[config.mk]
export PLATFORM = sky130hd
export DESIGN_NAME = digdug_vram_arbiter
export DESIGN_NICKNAME = d
export VERILOG_FILES = /design/src/rtl/digdug_vram_arbiter.sv
export SDC_FILE = /design/constraint.sdc
export NUM_CORES = 1
export LEC_CHECK = 0
export BUFFER_PORTS_ARGS = -buffer_cell sky130_fd_sc_hd__buf_4
export CORE_MARGIN = 3
export CORE_UTILIZATION = 50
export CTS_CLUSTER_DIAMETER = 120
export DETAILED_ROUTE_END_ITERATION = 10
export PLACE_DENSITY = 0.83
export SYNTH_ARGS = -nofsm -noshare
export SYNTH_HDL_FRONTEND = slang
export SYNTH_SLANG_ARGS = --single-unit
export TNS_END_PERCENT = 5
[constraint.sdc]
create_clock -name CLK48M -period 5.5 [get_ports CLK48M]
set_input_delay 0.275 -clock CLK48M [delete_from_list [all_inputs] [get_ports CLK48M]]
set_output_delay 0.275 -clock CLK48M [all_outputs]
set_load 0.03 [all_outputs]
[src/rtl/digdug_vram_arbiter.sv]
// Time-slotted arbiter that shares one synchronous video RAM between the tile scanner and the CPU.
// P=0/1 of every 8-phase pixel belong to the video fetch unless vertical blank frees them.
module digdug_vram_arbiter (
   input  logic       CLK48M,
   input  logic       RESET,
   input  logic       VBLK,
   input  logic [9:0] VID_AD,
   output logic [7:0] VID_DT,
   input  logic       CPU_REQ,
   input  logic       CPU_WE,
   input  logic [9:0] CPU_AD,
   input  logic [7:0] CPU_DI,
   output logic [7:0] CPU_DO,
   output logic       CPU_ACK,
   output logic [9:0] RAM_AD,
   output logic       RAM_WE,
   output logic [7:0] RAM_DI,
   input  logic [7:0] RAM_DO
);

   localparam logic [1:0] IDLE  = 2'd0;
   localparam logic [1:0] ISSUE = 2'd1;
   localparam logic [1:0] CAPT  = 2'd2;
   localparam logic [1:0] ACK   = 2'd3;

   logic [2:0] phase;
   logic [2:0] phase_next;
   logic [1:0] state;
   logic [1:0] state_next;
   logic [9:0] lat_ad;
   logic       lat_we;
   logic [7:0] lat_di;
   logic       permit;
   logic       ack_q;
   logic [7:0] vid_q;
   logic [7:0] cpu_q;

   // The ISSUE cycle is the phase after the IDLE decision, so it must land in 2..7 unless blanking.
   assign phase_next = phase + 3'd1;
   assign permit     = VBLK || (phase_next >= 3'd2);

   always_comb begin
      state_next = state;
      case (state)
         IDLE:    if (CPU_REQ && permit) state_next = ISSUE;
         ISSUE:   state_next = lat_we ? ACK : CAPT;
         CAPT:    state_next = ACK;
         ACK:     if (!CPU_REQ) state_next = IDLE;
         default: state_next = IDLE;
      endcase
   end

   always_ff @(posedge CLK48M or posedge RESET) begin
      if (RESET) begin
         phase  <= 3'd0;
         state  <= IDLE;
         ack_q  <= 1'b0;
         lat_ad <= 10'd0;
         lat_we <= 1'b0;
         lat_di <= 8'd0;
         cpu_q  <= 8'd0;
         vid_q  <= 8'd0;
      end else begin
         phase <= phase_next;
         state <= state_next;
         ack_q <= (state_next == ACK);
         if (state == IDLE && state_next == ISSUE) begin
            lat_ad <= CPU_AD;
            lat_we <= CPU_WE;
            lat_di <= CPU_DI;
         end
         if (state == CAPT) cpu_q <= RAM_DO;
         // RAM_DO during P=1 holds the word addressed by VID_AD at P=0.
         if (phase == 3'd1 && !VBLK) vid_q <= RAM_DO;
      end
   end

   assign RAM_AD  = (state == ISSUE) ? lat_ad : VID_AD;
   assign RAM_WE  = (state == ISSUE) && lat_we;
   assign RAM_DI  = lat_di;
   assign CPU_ACK = ack_q;
   assign CPU_DO  = cpu_q;
   assign VID_DT  = vid_q;

endmodule

Word level (Yosys, flattened, before mapping)
Cells that the tools add are included.
{"block": "op_classes", "add_sub_neg": 1, "n_lt_le_gt_ge": 1, "eq_ne": 6, "muxes": 5, "reduce_logical": 7}
{"op": "two-way mux 10 bit", "count": 1}
{"op": "one-hot mux 2 bit (4 select lines)", "count": 1}
{"op": "equality test 2 bit (second input constant)", "count": 3}
{"op": "equality test 2 x 1 -> 1 bit (second input constant)", "count": 2}
{"op": "logical AND 1 bit", "count": 4}
{"op": "two-way mux 2 bit", "count": 2}
{"op": "adder 3 x 1 -> 3 bit (second input constant)", "count": 1}
{"op": "equality test 3 x 1 -> 1 bit (second input constant)", "count": 1}
{"op": ">= comparator 3 x 2 -> 1 bit (second input constant)", "count": 1}
{"op": "logical NOT 2 bit", "count": 1}
{"op": "logical NOT 1 bit", "count": 1}
{"op": "logical OR 1 bit", "count": 1}
{"op": "two-way mux 1 bit", "count": 1}
{"block": "totals", "regBits": 41, "input_bits": 41, "word_cells": 28}

Logic depth before layout (Yosys ltp)
Gate-level depths: netlist of the first run.
{"block": "logic_depth", "ltp_word": 8, "mapped_depth": 6, "ltp_nobuf": 5}

Worst setup path after synthesis of the first run
No wires, ideal clock.
{"block": "synth_path", "path_type": "register to register", "from": "register phase[0]", "to": "register lat_di[7] (netlist: RAM_DI[7])", "arrival_time_ns": 1.602, "required_ns": 5.375, "path_slack_ns": 3.773, "stages_incl_launch_ff": 6, "path_buffers": 1, "period_less_slack_ns": 1.727, "cell_sequence": "dfrtp_1 ha_1 inv_1 o41a_1 buf_6 mux2_4"}
{"block": "synth_between", "elab_chain_cells": 8}
{"element": "start, declared", "line": "26", "source": "logic [2:0] phase;"}
{"element": "start signal, assigned", "line": "64", "source": "phase <= phase_next;"}
{"element": "adder 3 x 1 -> 3 bit", "line": "39", "source": "assign phase_next = phase + 3'd1;"}
{"element": "named net phase_next[1]", "line": "27", "source": "logic [2:0] phase_next;"}
{"element": ">= comparator 3 x 2 -> 1 bit", "line": "40", "source": "assign permit = VBLK || (phase_next >= 3'd2);"}
{"element": "logical OR 1 bit", "line": "40"}
{"element": "logical AND 1 bit", "line": "45", "source": "IDLE: if (CPU_REQ && permit) state_next = ISSUE;"}
{"element": "two-way mux 2 bit", "line": "45"}
{"element": "one-hot mux 2 bit (4 select lines)", "line": "44", "source": "case (state)"}
{"element": "equality test 2 x 1 -> 1 bit", "line": "67", "source": "if (state == IDLE && state_next == ISSUE) begin"}
{"element": "logical AND 1 bit", "line": "67"}
{"element": "end signal, assigned", "line": "60", "source": "lat_di <= 8'd0;"}
{"element": "end signal, assigned", "line": "70", "source": "lat_di <= CPU_DI;"}
{"element": "end, declared", "line": "32", "source": "logic [7:0] lat_di;"}
The timed path passes the listed nets, and every way through them passes these cells.
A chain may end at the register's enable or synchronous reset.

Worst setup path after layout of the first run
{"block": "layout_path", "from": "register state[1]", "to": "output port RAM_AD[4]"}
{"block": "layout_between", "elab_chain_cells": 2}
{"element": "start, declared", "line": "28", "source": "logic [1:0] state;"}
{"element": "start signal, assigned", "line": "65", "source": "state <= state_next;"}
{"element": "equality test 2 x 1 -> 1 bit", "line": "78", "source": "assign RAM_AD = (state == ISSUE) ? lat_ad : VID_AD;"}
{"element": "two-way mux 10 bit", "line": "78"}
{"element": "end, declared", "line": "15", "source": "output logic [9:0] RAM_AD,"}
Every way passes these cells.

==> results of run 1 <==
## registers in the layout, summed over array words and instances (netlist names)
name / cells
CPU_ACK: 1
CPU_DO: 8
RAM_DI: 8
VID_DT: 8
lat_ad: 10
lat_we: 1
phase: 3
state: 2
## cells in the final DEF (no fill, tap or decap), drive strengths merged, types with 2 or more instances in the layout
master,Yosys,final
ha,3,3
mux2,38,38
buf,3,78
nor3b,2,2
clkbuf,2,5
nand2b,3,3
dfrtp,41,41
nand2,24,24
inv,5,5
## cell type report
class | instances | area, um2 | share of cell area
Clock buffer | 5 | 37.5 | 0.0152
Clock inverter | 2 | 35.0 | 0.0142
Inverter | 5 | 18.8 | 0.00759
Multi-Input combinational cell | 76 | 711 | 0.288
Sequential cell | 41 | 1030 | 0.415
Tap cell | 46 | 57.6 | 0.0233
Timing Repair Buffer | 78 | 586 | 0.237
## cells in the mapped netlist (all sizes together)
master / count / share of area
dfrtp: 41 / 0.57
ha: 3 / 0.021
inv: 5 / 0.010
nor2b: 1 / 0.0035
xor2: 1 / 0.0049
clkbuf: 2 / 0.0042
buf: 3 / 0.015
nor3b: 2 / 0.011
or2: 1 / 0.0035
o41a: 1 / 0.0063
o2bb2ai: 1 / 0.0049
nand2b: 3 / 0.010
nand2: 24 / 0.050
mux2: 38 / 0.28
nor2: 1 / 0.0021
## tightest hold or removal path: stages
cell and delay, ns:
buf_4 0.11, inv_1 0.04, buf_4 0.42
## metrics by stage
step / util / cell area, um2
global placement: 0.708 / 2400
global route: 0.729 / 2470
floorplan: - / 1790
CTS: 0.729 / 2470
detailed placement: 0.708 / 2400
finish: 0.729 / 2470
## worst max path at each step
stage | slack [ns] | to | startpoint
finish | 3.37 | RAM_AD[4] | state[1]
floorplan | 3.77 | RAM_DI[7] | phase[0]
global route | 3.22 | RAM_AD[5] | state[1]
global placement | 3.70 | lat_ad[6] | phase[0]
CTS | 3.34 | RAM_AD[4] | state[1]
detailed placement | 3.66 | RAM_DI[2] | phase[0]
## layer usage
layer  global-route usage  routed length [um]  vias up
li1                     -                   -      578
met1                0.208                1430      567
met2                0.325                1750       60
met3               0.0578                 347        7
met4               0.0622                  51        0
met5                    0                   0        -
## logic make-up after synthesis
family | after synthesis | synth area share
XOR/XNOR | 1 | 0.00489
buffers and inverters | 10 | 0.0300
AO/OA/AOI/OAI | 2 | 0.0112
flip-flops | 41 | 0.573
multiplexers | 38 | 0.279
AND/OR/NAND/NOR | 32 | 0.0811
adder cells (fa/ha/maj) | 3 | 0.0210
## power by group through the flow
stage / clock [mW] / sequential [mW] / combinational (mW)
floorplan: 0 / 0.614 / 0.323
global placement: 0 / 0.490 / 0.644
detailed placement: 0 / 0.494 / 0.665
CTS: 0.191 / 0.492 / 0.663
global route: 0.205 / 0.507 / 0.698
finish: 0.183 / 0.492 / 0.656
==> qor_table.md, run 1 <==
| Quantity | Value | Unit |
|---|---|---|
| Clock transition at the register clock pins on the worst setup and hold paths after CTS | 0.12 | ns |
| Starting density of the core | 0.528 | - |
| Core ar. | 3390 | um2 |
| Count of buffers inserted at the top-level ports | 76 | - |
| Logic depth of the worst setup path including buffers | 3 | - |
| Type of destination of the critical path | primary output | - |
| Setup violators final | 0 | - |
| Final Non-Filler Cells | 253 | - |
| DRC viols | 0 | - |
| Share of final-layout standard cells stronger than drive strength 1 | 0.599 | - |
| Worst slew margin | 0.546 | - |
| Switching part of the total | 0.384 | - |
| Violation count after the first detailed-route iteration | 43 | - |
| Setup TNS after final layout | 0 | ns |
| Total power of the final layout | 1.33 | mW |
| Antenna diode instance count | 0 | - |
| IO Pins | 77 | - |
| Placement Setup Slack | 3.66 | ns |
| Worst slew pin tran | 0.678 | ns |
| Final worst-path setup slack | 3.37 | ns |
| Part of the total power dissipated in combinational logic | 0.493 | - |
| TritonCTS clock tree | done | - |
| Quantity of hold-fixing buffers added after cts | 0 | - |
| Maximum number of pins on one net before global-route repair | 42 | - |
| R2R cell count | 5 | - |
| Synth Area per Inst | 14.1 | um2 |
| Total power divided by cell area | 539 | nW/um2 |
| Layout filler cell count | 231 | - |
| Part of the power in registers | 0.370 | - |
| CP cell instances | nand2b_1 > mux2_2 > buf_4 | - |
| Vias | 1,212 | - |
| Number of storage elements in the synthesis netlist | 41 | - |
| Post CTS Setup Buffer Count | 0 | - |
| Final global-route overflow total | 0 | - |
| Max Root-Sink Buffers | 2 | - |
| WL per Instance | 14.2 | um |
| Yosys synthesis warning count | 0 | - |
| Gates resized, CTS repair | 0 | - |
| Post-Synthesis Cell Area | 1790 | um2 |
| Slowest CP cell | nand2b_1 | - |
| Final hold violation count | 0 | - |
| Launching point of the worst reg2reg path | phase[0] | - |
| Endpoint of the most critical register-to-register path | RAM_DI[2] | - |
| Global-route wire length before repair | 5.99 | mm |
| Post-route minimum period | 2.13 | ns |
| Final weighted congestion in routability-driven placement | 0.678 | - |
| Number of antenna-violating nets in the routed design | 0 | - |
| Sequential element share of the synthesized area | 0.573 | - |
| Clock share of power | 0.138 | - |
| Power Internal | 820 | uW |
| Inst Count DP | 246 | - |
| Master cell of the clock root buffer | clkbuf_4 | - |
| Arrival time at the worst endpoint | 1.85 | ns |
| Max-slew violations | 0 | - |
| Ratio of routed vias to standard cells | 4.79 | - |
| Maximum clock rate | 0.470 | GHz |
| Max-cap violation count | 0 | - |
| Critical path buffer and inverter count | 1 | - |
| Maximum VDD drop | 0.000316 | V |
| Crit path launch type | flip-flop | - |
| Maximum single-stage delay on the critical path | 0.49 | ns |
| RSZ-0062 raised after global routing | false | - |
| Die Ht | 65.8 | um |
| Number of nets in the synthesized netlist | 171 | - |
| Number of global-route vias before repair | 1,355 | - |
| Width of the die | 65.8 | um |
| Critical path class | flip-flop to primary output | - |
| Final cycle utilization of the critical path | 0.387 | - |
| Final WL | 3.58 | mm |
| TritonRoute pass-1 iters | 3 | - |
| Fin nets | 251 | - |
| Synth Instances | 127 | - |
| Smallest hold slack | 0.0341 | ns |
| Worst clock skew | 0.0110 | ns |
| Clock latency at the later pin of the worst-skew pair | 0.34 | ns |
| Worst endpoint required time | 5.22 | ns |
| Area Overhead vs Synth | 38.0 | % |
| Sw Pwr | 511 | uW |
| Leakage power figure | 1.26 | nW |
| Crit Path Max Fanout | 12 | - |
| HPWL reported at the end of detailed placement | 2.73 | mm |
| Cell row count | 21 | - |
| Count of distinct cell types in the synthesized netlist | 18 | - |
| Sink count of the clock tree | 41 | - |
| Critical path's top delay family | simple AND/OR/NAND/NOR gates | - |
| Worst-case register-to-register setup slack | 3.65 | ns |
| Clock H-tree levels | 2 | - |
| Type of the most critical hold path | input port to async pin | - |
| Number of antenna violations at the first check in global routing | 0 | - |
| Overall track demand over capacity in global routing | 0.184 | - |
| Number of CTS-inserted buffers | 5 | - |
| Total Die Area | 4330 | um2 |
| Status | finished, final reports clean | - |
(Power assumes the default switching activity.)
==> run 2: changes to the inputs <==
--- a/config.mk
+++ b/config.mk
@@ -5,12 +5,13 @@
 export SDC_FILE = /design/constraint.sdc
 export NUM_CORES = 1
 export LEC_CHECK = 0
+export ABC_AREA = 1
 export BUFFER_PORTS_ARGS = -buffer_cell sky130_fd_sc_hd__buf_4
 export CORE_MARGIN = 3
-export CORE_UTILIZATION = 50
+export CORE_UTILIZATION = 47
 export CTS_CLUSTER_DIAMETER = 120
 export DETAILED_ROUTE_END_ITERATION = 10
-export PLACE_DENSITY = 0.83
+export PLACE_DENSITY = 0.79
 export SYNTH_ARGS = -nofsm -noshare
 export SYNTH_HDL_FRONTEND = slang
 export SYNTH_SLANG_ARGS = --single-unit
==> constraint.sdc (replaced) <==
create_clock -name CLK48M -period 2 [get_ports CLK48M]
set_input_delay 0.1 -clock CLK48M [delete_from_list [all_inputs] [get_ports CLK48M]]
set_output_delay 0.1 -clock CLK48M [all_outputs]
set_load 0.03 [all_outputs]
==> run 2 against run 1 <==
  * Design area up 3.4%
  * Register-to-register slack got worse by 3.1 ns
  * Die area up 8.9%
  * Combinational power grew to 2.7 times the previous value
  * Global-route usage down 0.49 points
  * Critical path depth rose by 3
  * Wire length up 9.1%
  * Area after synthesis is 3.2% higher
  * Non-clock buffer count increased by 4
  * Clock skew decreased by 0.0062 ns
==> qor_table.md, run 2 <==
| Quantity | Value | Unit | Delta |
|---|---|---|---|
| IO Pins | 77 | - | unchanged |
| Post CTS Setup Buffer Count | 0 | - | unchanged |
| Final Cell Area | 2550 | um2 | +3.4% |
| Largest reg by FF count | lat_ad | - |  |
| Layout filler cell count | 327 | - | +42% |
| HPWL reported at the end of detailed placement | 2.91 | mm | +6.6% |
| Endpoint of the worst hold path | lat_ad[0] | - |  |
| Dominant combinational cell family by area after synthesis | simple AND/OR/NAND/NOR gates | - |  |
| Setup TNS after final layout | 0 | ns | unchanged |
| Max-slew violations | 0 | - | unchanged |
| Count of buffers inserted at the top-level ports | 76 | - | unchanged |
| Count of cells along the worst hold path | 3 | - |  |
| Width of the die | 68.7 | um | +4.4% |
| Cell types occupying the most area after synthesis | dfrtp_1, nand2_1, inv_1, nand3_1, o21ai_2 | - |  |
| Clock transition at the register clock pins on the worst setup and hold paths after CTS | 0.08 | ns | -0.04 ns |
| Most frequent cells in the layout | buf_4, nand2_1, dfrtp_1 | - |  |
| Power Internal | 2.18 | mW | +170% |
| Number of antenna-violating nets in the routed design | 0 | - | unchanged |
| Post-synthesis share of cell area spent on full adders, half adders and majority gates | 0.0203 | - | -0.000653 |
| Cell row count | 22 | - | +4.8% |
| Synth Area per Inst | 8.84 | um2 | -37% |
| Sink count of the clock tree | 41 | - | unchanged |
| Master cell of the clock root buffer | clkbuf_8 | - |  |
| Type of the most critical hold path | input port to flip-flop | - |  |
| DRC viols | 0 | - | unchanged |
| Arrival time at the worst endpoint | 1.54 | ns | -0.31 ns |
| Worst endpoint required time | 1.90 | ns | -3.32 ns |
| Total power divided by cell area | 1470 | nW/um2 | +170% |
| Vias | 1,558 | - | +29% |
| Setup violators final | 0 | - | unchanged |
| Maximum VDD drop | 0.000823 | V | +160% |
| Share of final-layout standard cells stronger than drive strength 1 | 0.354 | - | -0.245 |
| Share of the synthesized area in the top cell type | 0.555 | - | -0.0178 |
| Clock H-tree levels | 2 | - | unchanged |
| Fraction of synthesized cell area in xor and xnor cells | 0 | - | -0.00489 |
| Max reg flops | 10 | - | unchanged |
| Sw Pwr | 1.58 | mW | +210% |
| Status | finished, final reports clean | - |  |
| Gates resized, CTS repair | 0 | - | unchanged |
| Launching point of the worst reg2reg path | phase[0] | - |  |
| Antenna diode instance count | 0 | - | unchanged |
| Post-route minimum period | 1.64 | ns |  |
| Part of the total power dissipated in combinational logic | 0.474 | - | -0.019 |
| Sequential element share of the synthesized area | 0.555 | - | -0.0178 |
| Crit path launch type | flip-flop | - |  |
| Final weighted congestion in routability-driven placement | 0.716 | - | +5.5% |
| Final WL | 3.91 | mm | +9.1% |
| Maximum number of pins on one net before global-route repair | 42 | - | unchanged |
| Share of synthesized area spent on multiplexers | 0 | - | -0.279 |
| Final worst-path setup slack | 0.355 | ns | -3.02 ns |
| Violation count after the first detailed-route iteration | 155 | - | +260% |
| Leakage power figure | 1.41 | nW | +12% |
| Endpoint of the most critical register-to-register path | lat_ad[8] | - |  |
| Cell accounting for the most synthesized area | dfrtp_1 | - |  |
| Worst clock skew | 0.00478 | ns | -0.00617 ns |
| Count of distinct cell types in the synthesized netlist | 14 | - | -4 |
| Worst slew pin tran | 0.518 | ns | -0.160 ns |
| Max Root-Sink Buffers | 2 | - | unchanged |
| Starting density of the core | 0.497 | - | -0.0309 |
| Multi-input gate area in the final layout | 622 | um2 | -13% |
| Complex-gate fraction of the synthesized area | 0.0982 | - | +0.0870 |
| Maximum clock rate | 0.608 | GHz |  |
| Max-cap violation count | 0 | - | unchanged |
| Placed Area | 2420 | um2 | +1.1% |
| TritonCTS clock tree | done | - |  |
| Worst slew margin | 0.653 | - | +0.108 |
| Final hold violation count | 0 | - | unchanged |
| Fin nets | 331 | - | +32% |
| Number of CTS-inserted buffers | 5 | - | unchanged |
| Total Die Area | 4720 | um2 | +8.9% |
| Clock share of power | 0.178 | - | +0.040 |
| Hold path startpoint | CPU_AD[0] | - |  |
| Clock latency at the later pin of the worst-skew pair | 0.28 | ns | -0.06 ns |
| Type of destination of the critical path | primary output | - |  |
| Yosys synthesis warning count | 0 | - | unchanged |
| Most common cell after layout, fill and taps aside | buf_4 | - |  |
| Core ar. | 3720 | um2 | +9.6% |
| Final global-route overflow total | 0 | - | unchanged |
| Number of flops mapped to enable cells by yosys | 0 | - | unchanged |
| RSZ-0062 raised after global routing | false | - |  |
| Area Overhead vs Synth | 38.3 | % |  |
| Number of antenna violations at the first check in global routing | 0 | - | unchanged |
| Worst-case register-to-register setup slack | 0.56 | ns | -3.09 ns |
| Async set or reset register ratio after synthesis | 1.00 | - | unchanged |
| Final cycle utilization of the critical path | 0.822 | - |  |
| Dominant cell by count in the synthesized netlist | nand2_1 | - |  |
| Placement Setup Slack | 0.585 | ns | -3.07 ns |
| Post-Synthesis Cell Area | 1850 | um2 | +3.2% |
| Switching part of the total | 0.421 | - | +0.0368 |
| Number of storage elements in the synthesis netlist | 41 | - | unchanged |
| Overall track demand over capacity in global routing | 0.179 | - | -0.00492 |
| Global-route wire length before repair | 6.32 | mm | +5.5% |
| Storage cell area | 1030 | um2 | unchanged |
| Post-synth top flop | dfrtp_1 | - |  |
| Post-synthesis simple-gate area fraction | 0.218 | - | +0.137 |
| Die Ht | 68.7 | um | +4.4% |
| TritonRoute pass-1 iters | 4 | - | +1 |
| Part of the power in registers | 0.348 | - | -0.022 |
| Crit Path Max Fanout | 21 | - | +9 |
| Critical path class | flip-flop to primary output | - |  |
| Number of global-route vias before repair | 1,457 | - | +7.5% |
| Leading post-synthesis cells by instance count | nand2_1, dfrtp_1, inv_1 | - |  |
| Ratio of routed vias to standard cells | 4.64 | - | -3.2% |
| WL per Instance | 11.6 | um | -18% |
| Number of nets in the synthesized netlist | 253 | - | +48% |
| R2R cell count | 8 | - | +3 |
| Synth Instances | 209 | - | +65% |
==> run 2: cell count changes after synthesis, sizes merged, moves of 8 or more <==
cell,before,now
mux2,38,0
inv,5,29
nand2,24,73
o21ai,0,28
buf,3,11
nand3,0,20
==> run 2: metal layers <==
layer,part of all wire,vias up,GRT usage
li1,-,795,-
met1,0.43,699,0.225
met2,0.48,60,0.297
met3,0.082,4,0.0438
met4,0.012,0,0.0706
met5,0,-,0
==> run 2: repair_timing <==
item,in CTS,in global routing
hold endpoints to repair,41,0
hold buffers,1,0
endpoints found under the setup margin,0,0
==> run 2: worst max path at each step <==
stage             start   endpoint  slack, ns  cells past startpoint
3_3_place_gp   phase[0]  RAM_DI[4]       0.65                      8
2_1_floorplan  state[1]     RAM_WE       0.61                      4
6_report       state[0]  RAM_AD[8]       0.36                      6
5_1_grt        state[0]  RAM_AD[4]       0.22                      6
4_1_cts        state[0]  RAM_AD[8]       0.33                      6
3_5_place_dp   phase[1]  VID_DT[7]       0.58                      4
==> run 2: kinds of logic (layout without fill, tap and decap cells) <==
logic type / after synthesis / count (layout)
AO/OA/AOI/OAI: 28 / 28
adder cells (fa/ha/maj): 3 / 3
buffers and inverters: 40 / 119
flip-flops: 41 / 41
AND/OR/NAND/NOR: 97 / 97
==> run 2: layout make-up <==
cell class	instances	area share
sequential	41	0.402
multi-input combinational	128	0.243
timing repair buffer	82	0.242
inverter	29	0.0426
clock buffer	6	0.0323
tap	48	0.0235
clock inverter	2	0.0147
==> run 2: power by group through the flow <==
| stage | clock network [mW] | logic [mW] | registers (mW) |
|---|---|---|---|
| 2_1_floorplan | 0 | 0.891 | 1.64 |
| 3_3_place_gp | 0 | 1.76 | 1.31 |
| 3_5_place_dp | 0 | 1.80 | 1.32 |
| 4_1_cts | 0.686 | 1.80 | 1.31 |
| 5_1_grt | 0.723 | 1.95 | 1.36 |
| 6_report | 0.669 | 1.78 | 1.31 |
==> run 2: critical path: stages (launching register included) <==
cell and delay, ns:
dfrtp_1 0.39, inv_1 0.09, or2_1 0.16, buf_4 0.28
nand2_1 0.10, o21ai_2 0.07, buf_4 0.17
==> run 2: metrics by stage <==
| step | hold WS (ns) | power, mW | instances | util |
|---|---|---|---|---|
| detailed placement | 0.251 | 3.12 | 327 | 0.653 |
| finish | 0.0440 | 3.76 | 336 | 0.688 |
| CTS | 0.0383 | 3.80 | 336 | 0.688 |
| global placement | 0.249 | 3.07 | 327 | 0.653 |
| floorplan | 0.245 | 2.54 | 209 | - |
| global route | 0.0493 | 4.03 | 336 | 0.688 |
==> run 3: changes to the inputs <==
--- a/config.mk
+++ b/config.mk
@@ -5,7 +5,7 @@
 export SDC_FILE = /design/constraint.sdc
 export NUM_CORES = 1
 export LEC_CHECK = 0
-export ABC_AREA = 1
+export ABC_AREA = 0
 export BUFFER_PORTS_ARGS = -buffer_cell sky130_fd_sc_hd__buf_4
 export CORE_MARGIN = 3
 export CORE_UTILIZATION = 47
==> constraint.sdc (replaced) <==
create_clock -name CLK48M -period 1.64 [get_ports CLK48M]
set_input_delay 0.082 -clock CLK48M [delete_from_list [all_inputs] [get_ports CLK48M]]
set_output_delay 0.082 -clock CLK48M [all_outputs]
set_load 0.03 [all_outputs]
==> run 3 against run 2 <==
  * The run now ends with negative setup slack left
  * Clock-buffer cell count rose by 1
  * Cell count fell by 21%
  * Power rose by 26%
  * Non-clock buffer count rose by 9
  * Critical path depth did not move
  * Clock skew rose by 0.0017 ns
  * Design area rose by 4.8%
  * Flip-flop and latch count did not move
  * Combinational power rose by 38%
==> qor_table.md, run 3 (synthesis results as in run 1) <==
| Quantity | Value | Unit | Delta |
|---|---|---|---|
| Number of global-route vias before repair | 1,339 | - | -8.1% |
| Setup TNS after final layout | -2.50 | ns | -2.50 ns |
| Total power divided by cell area | 1770 | nW/um2 | +20% |
| Area Overhead vs Synth | 49.6 | % |  |
| Maximum clock rate | 0.560 | GHz |  |
| Total Die Area | 4590 | um2 | -2.8% |
| Critical path buffer and inverter count | 3 | - | unchanged |
| Clock H-tree levels | 2 | - | unchanged |
| Worst slew pin tran | 0.558 | ns | +0.0398 ns |
| Overall track demand over capacity in global routing | 0.181 | - | +0.00173 |
| Hold path startpoint | RAM_DO[0] | - |  |
| Violations in the final reports | negative setup slack | - |  |
| Worst clock skew | 0.00643 | ns | +0.00165 ns |
| Final Core Density | 0.767 | - | +0.0790 |
| Endpoint of the most critical register-to-register path | RAM_DI[6] | - |  |
| Fin nets | 264 | - | -20% |
| Type of destination of the critical path | flip-flop | - |  |
| Part of the total power dissipated in combinational logic | 0.519 | - | +0.045 |
| Core ar. | 3490 | um2 | -6.0% |
| Die Ht | 67.7 | um | -1.4% |
| Number of antenna-violating nets in the routed design | 0 | - | unchanged |
| HPWL reported at the end of detailed placement | 3.04 | mm | +4.6% |
| Worst slew margin | 0.627 | - | -0.0264 |
| Worst endpoint required time | 1.80 | ns | -0.10 ns |
| Number of antenna violations at the first check in global routing | 0 | - | unchanged |
| Number of CTS-inserted buffers | 5 | - | unchanged |
| Violation count after the first detailed-route iteration | 29 | - | -81% |
| Final Non-Filler Cells | 266 | - | -21% |
| Vias | 1,266 | - | -19% |
| CP cell instances | inv_2 > ha_1 > inv_1 > o41a_1 > buf_12 > mux2_4 | - |  |
| Maximum number of pins on one net before global-route repair | 26 | - | -38% |
| Sink count of the clock tree | 41 | - | unchanged |
| Clock transition at the register clock pins on the worst setup and hold paths after CTS | 0.07 | ns | about the same |
| Power Internal | 2.96 | mW | +36% |
| Crit path launch type | flip-flop | - |  |
| DRC viols | 0 | - | unchanged |
| Max reg flops | 10 | - | unchanged |
| Final global-route overflow total | 0 | - | unchanged |
| Ratio of routed vias to standard cells | 4.76 | - | +2.6% |
| Sw Pwr | 1.79 | mW | +13% |
| Maximum single-stage delay on the critical path | 0.44 | ns | +0.05 ns |
| Maximum VDD drop | 0.000970 | V | +18% |
| IO Pins | 77 | - | unchanged |
| Arrival time at the worst endpoint | 1.95 | ns | +0.41 ns |
| Slowest CP cell | o41a_1 | - |  |
| Starting density of the core | 0.512 | - | +0.0150 |
| Width of the die | 67.7 | um | -1.4% |
| TritonCTS clock tree | done | - |  |
| Post-route minimum period | 1.79 | ns |  |
| Antenna diode instance count | 0 | - | unchanged |
| TritonRoute pass-1 iters | 4 | - | unchanged |
| Inst Count DP | 253 | - | -23% |
| Share of final-layout standard cells stronger than drive strength 1 | 0.600 | - | +0.246 |
| Critical path class | flip-flop to flip-flop | - |  |
| Layout filler cell count | 231 | - | -29% |
| Launching point of the worst reg2reg path | phase[1] | - |  |
| Final worst-path setup slack | -0.145 | ns | -0.501 ns |
| Setup violators final | 20 | - | +20 |
| Final WL | 3.98 | mm | +1.8% |
| RSZ-0062 raised after global routing | true | - |  |
| Clock latency at the later pin of the worst-skew pair | 0.28 | ns | about the same |
| Final hold violation count | 0 | - | unchanged |
| Leakage power figure | 1.36 | nW | -3.6% |
| Switching part of the total | 0.377 | - | -0.0434 |
| Most frequent cells in the layout | buf_4, dfrtp_1, nand2_1 | - |  |
| Cell row count | 21 | - | -4.5% |
| Smallest hold slack | 0.00324 | ns | -0.0407 ns |
| Max-cap violation count | 0 | - | unchanged |
| Type of the most critical hold path | input port to flip-flop | - |  |
| Critical path's top delay family | compound AO/OA/AOI/OAI gates | - |  |
| WL per Instance | 15.0 | um | +29% |
| Status | complete, but fails checks | - |  |
| Max Root-Sink Buffers | 2 | - | unchanged |
| Master cell of the clock root buffer | clkbuf_8 | - |  |
| Clock share of power | 0.135 | - | -0.043 |
| Largest reg by FF count | lat_ad | - |  |
| Endpoint of the worst hold path | CPU_DO[0] | - |  |
| Final weighted congestion in routability-driven placement | 0.721 | - | +0.78% |
| Max-slew violations | 0 | - | unchanged |
| Crit Path Max Fanout | 20 | - | -4.8% |
| Post CTS Setup Buffer Count | 0 | - | unchanged |
| Count of buffers inserted at the top-level ports | 76 | - | unchanged |
| Worst-case register-to-register setup slack | -0.15 | ns | -0.71 ns |
| Part of the power in registers | 0.346 | - | -0.002 |
| Final cycle utilization of the critical path | 1.09 | - |  |
| Global-route wire length before repair | 5.98 | mm | -5.5% |
| Count of cells along the worst hold path | 3 | - | unchanged |
| R2R cell count | 6 | - | -2 |
| Most common cell after layout, fill and taps aside | buf_4 | - |  |
==> run 3: per-stage QoR <==
step | setup slack (ns) | total power [mW] | cell area (um2)
6_report | -0.145 | 4.75 | 2680
3_3_place_gp | -0.0865 | 3.88 | 2460
4_1_cts | -0.150 | 4.71 | 2640
2_1_floorplan | -0.0684 | 3.14 | 1790
3_5_place_dp | -0.138 | 3.98 | 2460
5_1_grt | -0.198 | 4.98 | 2680
==> run 3: layout make-up <==
| type | count | area, um2 | area share |
|---|---|---|---|
| Tap cell | 46 | 57.6 | 0.0215 |
| Timing Repair Buffer | 91 | 768 | 0.287 |
| Inverter | 5 | 18.8 | 0.00701 |
| Sequential cell | 41 | 1030 | 0.383 |
| Multi-Input combinational cell | 76 | 722 | 0.270 |
| Clock buffer | 7 | 86.3 | 0.0322 |
==> run 3: worst register-to-register path, cell delays in order (launching register included) <==
cell	delay, ns
dfrtp_1	0.37
inv_2	0.05
ha_1	0.26
inv_1	0.04
o41a_1	0.44
buf_12	0.19
mux2_4	0.31
==> run 3: how the worst max path moves through the flow <==
stage	start	to	cells past startpoint
after floorplan	phase[0]	RAM_DI[7]	5
after global placement	phase[0]	lat_ad[2]	5
after detailed placement	phase[1]	RAM_DI[6]	6
after CTS	phase[0]	RAM_DI[6]	5
after global routing	phase[1]	RAM_DI[6]	6
final	phase[1]	RAM_DI[6]	6
==> run 3: power groups by stage <==
stage / clock [mW] / sequential (mW) / combinational [mW]
after global placement: 0 / 1.62 / 2.26
after detailed placement: 0 / 1.64 / 2.34
final: 0.642 / 1.64 / 2.46
after global routing: 0.702 / 1.68 / 2.60
after CTS: 0.658 / 1.64 / 2.41
after floorplan: 0 / 2.06 / 1.08
==> run 3: routing by layer <==
metal,track usage,routed length [um]
met5,0,0
met4,0.0684,42
met3,0.0499,344
met2,0.327,2050
met1,0.199,1540
==> run 3: what timing repair did <==
| item | CTS | global route |
|---|---|---|
| resized for setup | 10 | 8 |
| hold endpoints to repair | 46 | 0 |
| pin swaps | 0 | 1 |
| gates cloned | 0 | 0 |
| hold buffers | 6 | 0 |
| endpoints found under the setup margin | 30 | 30 |
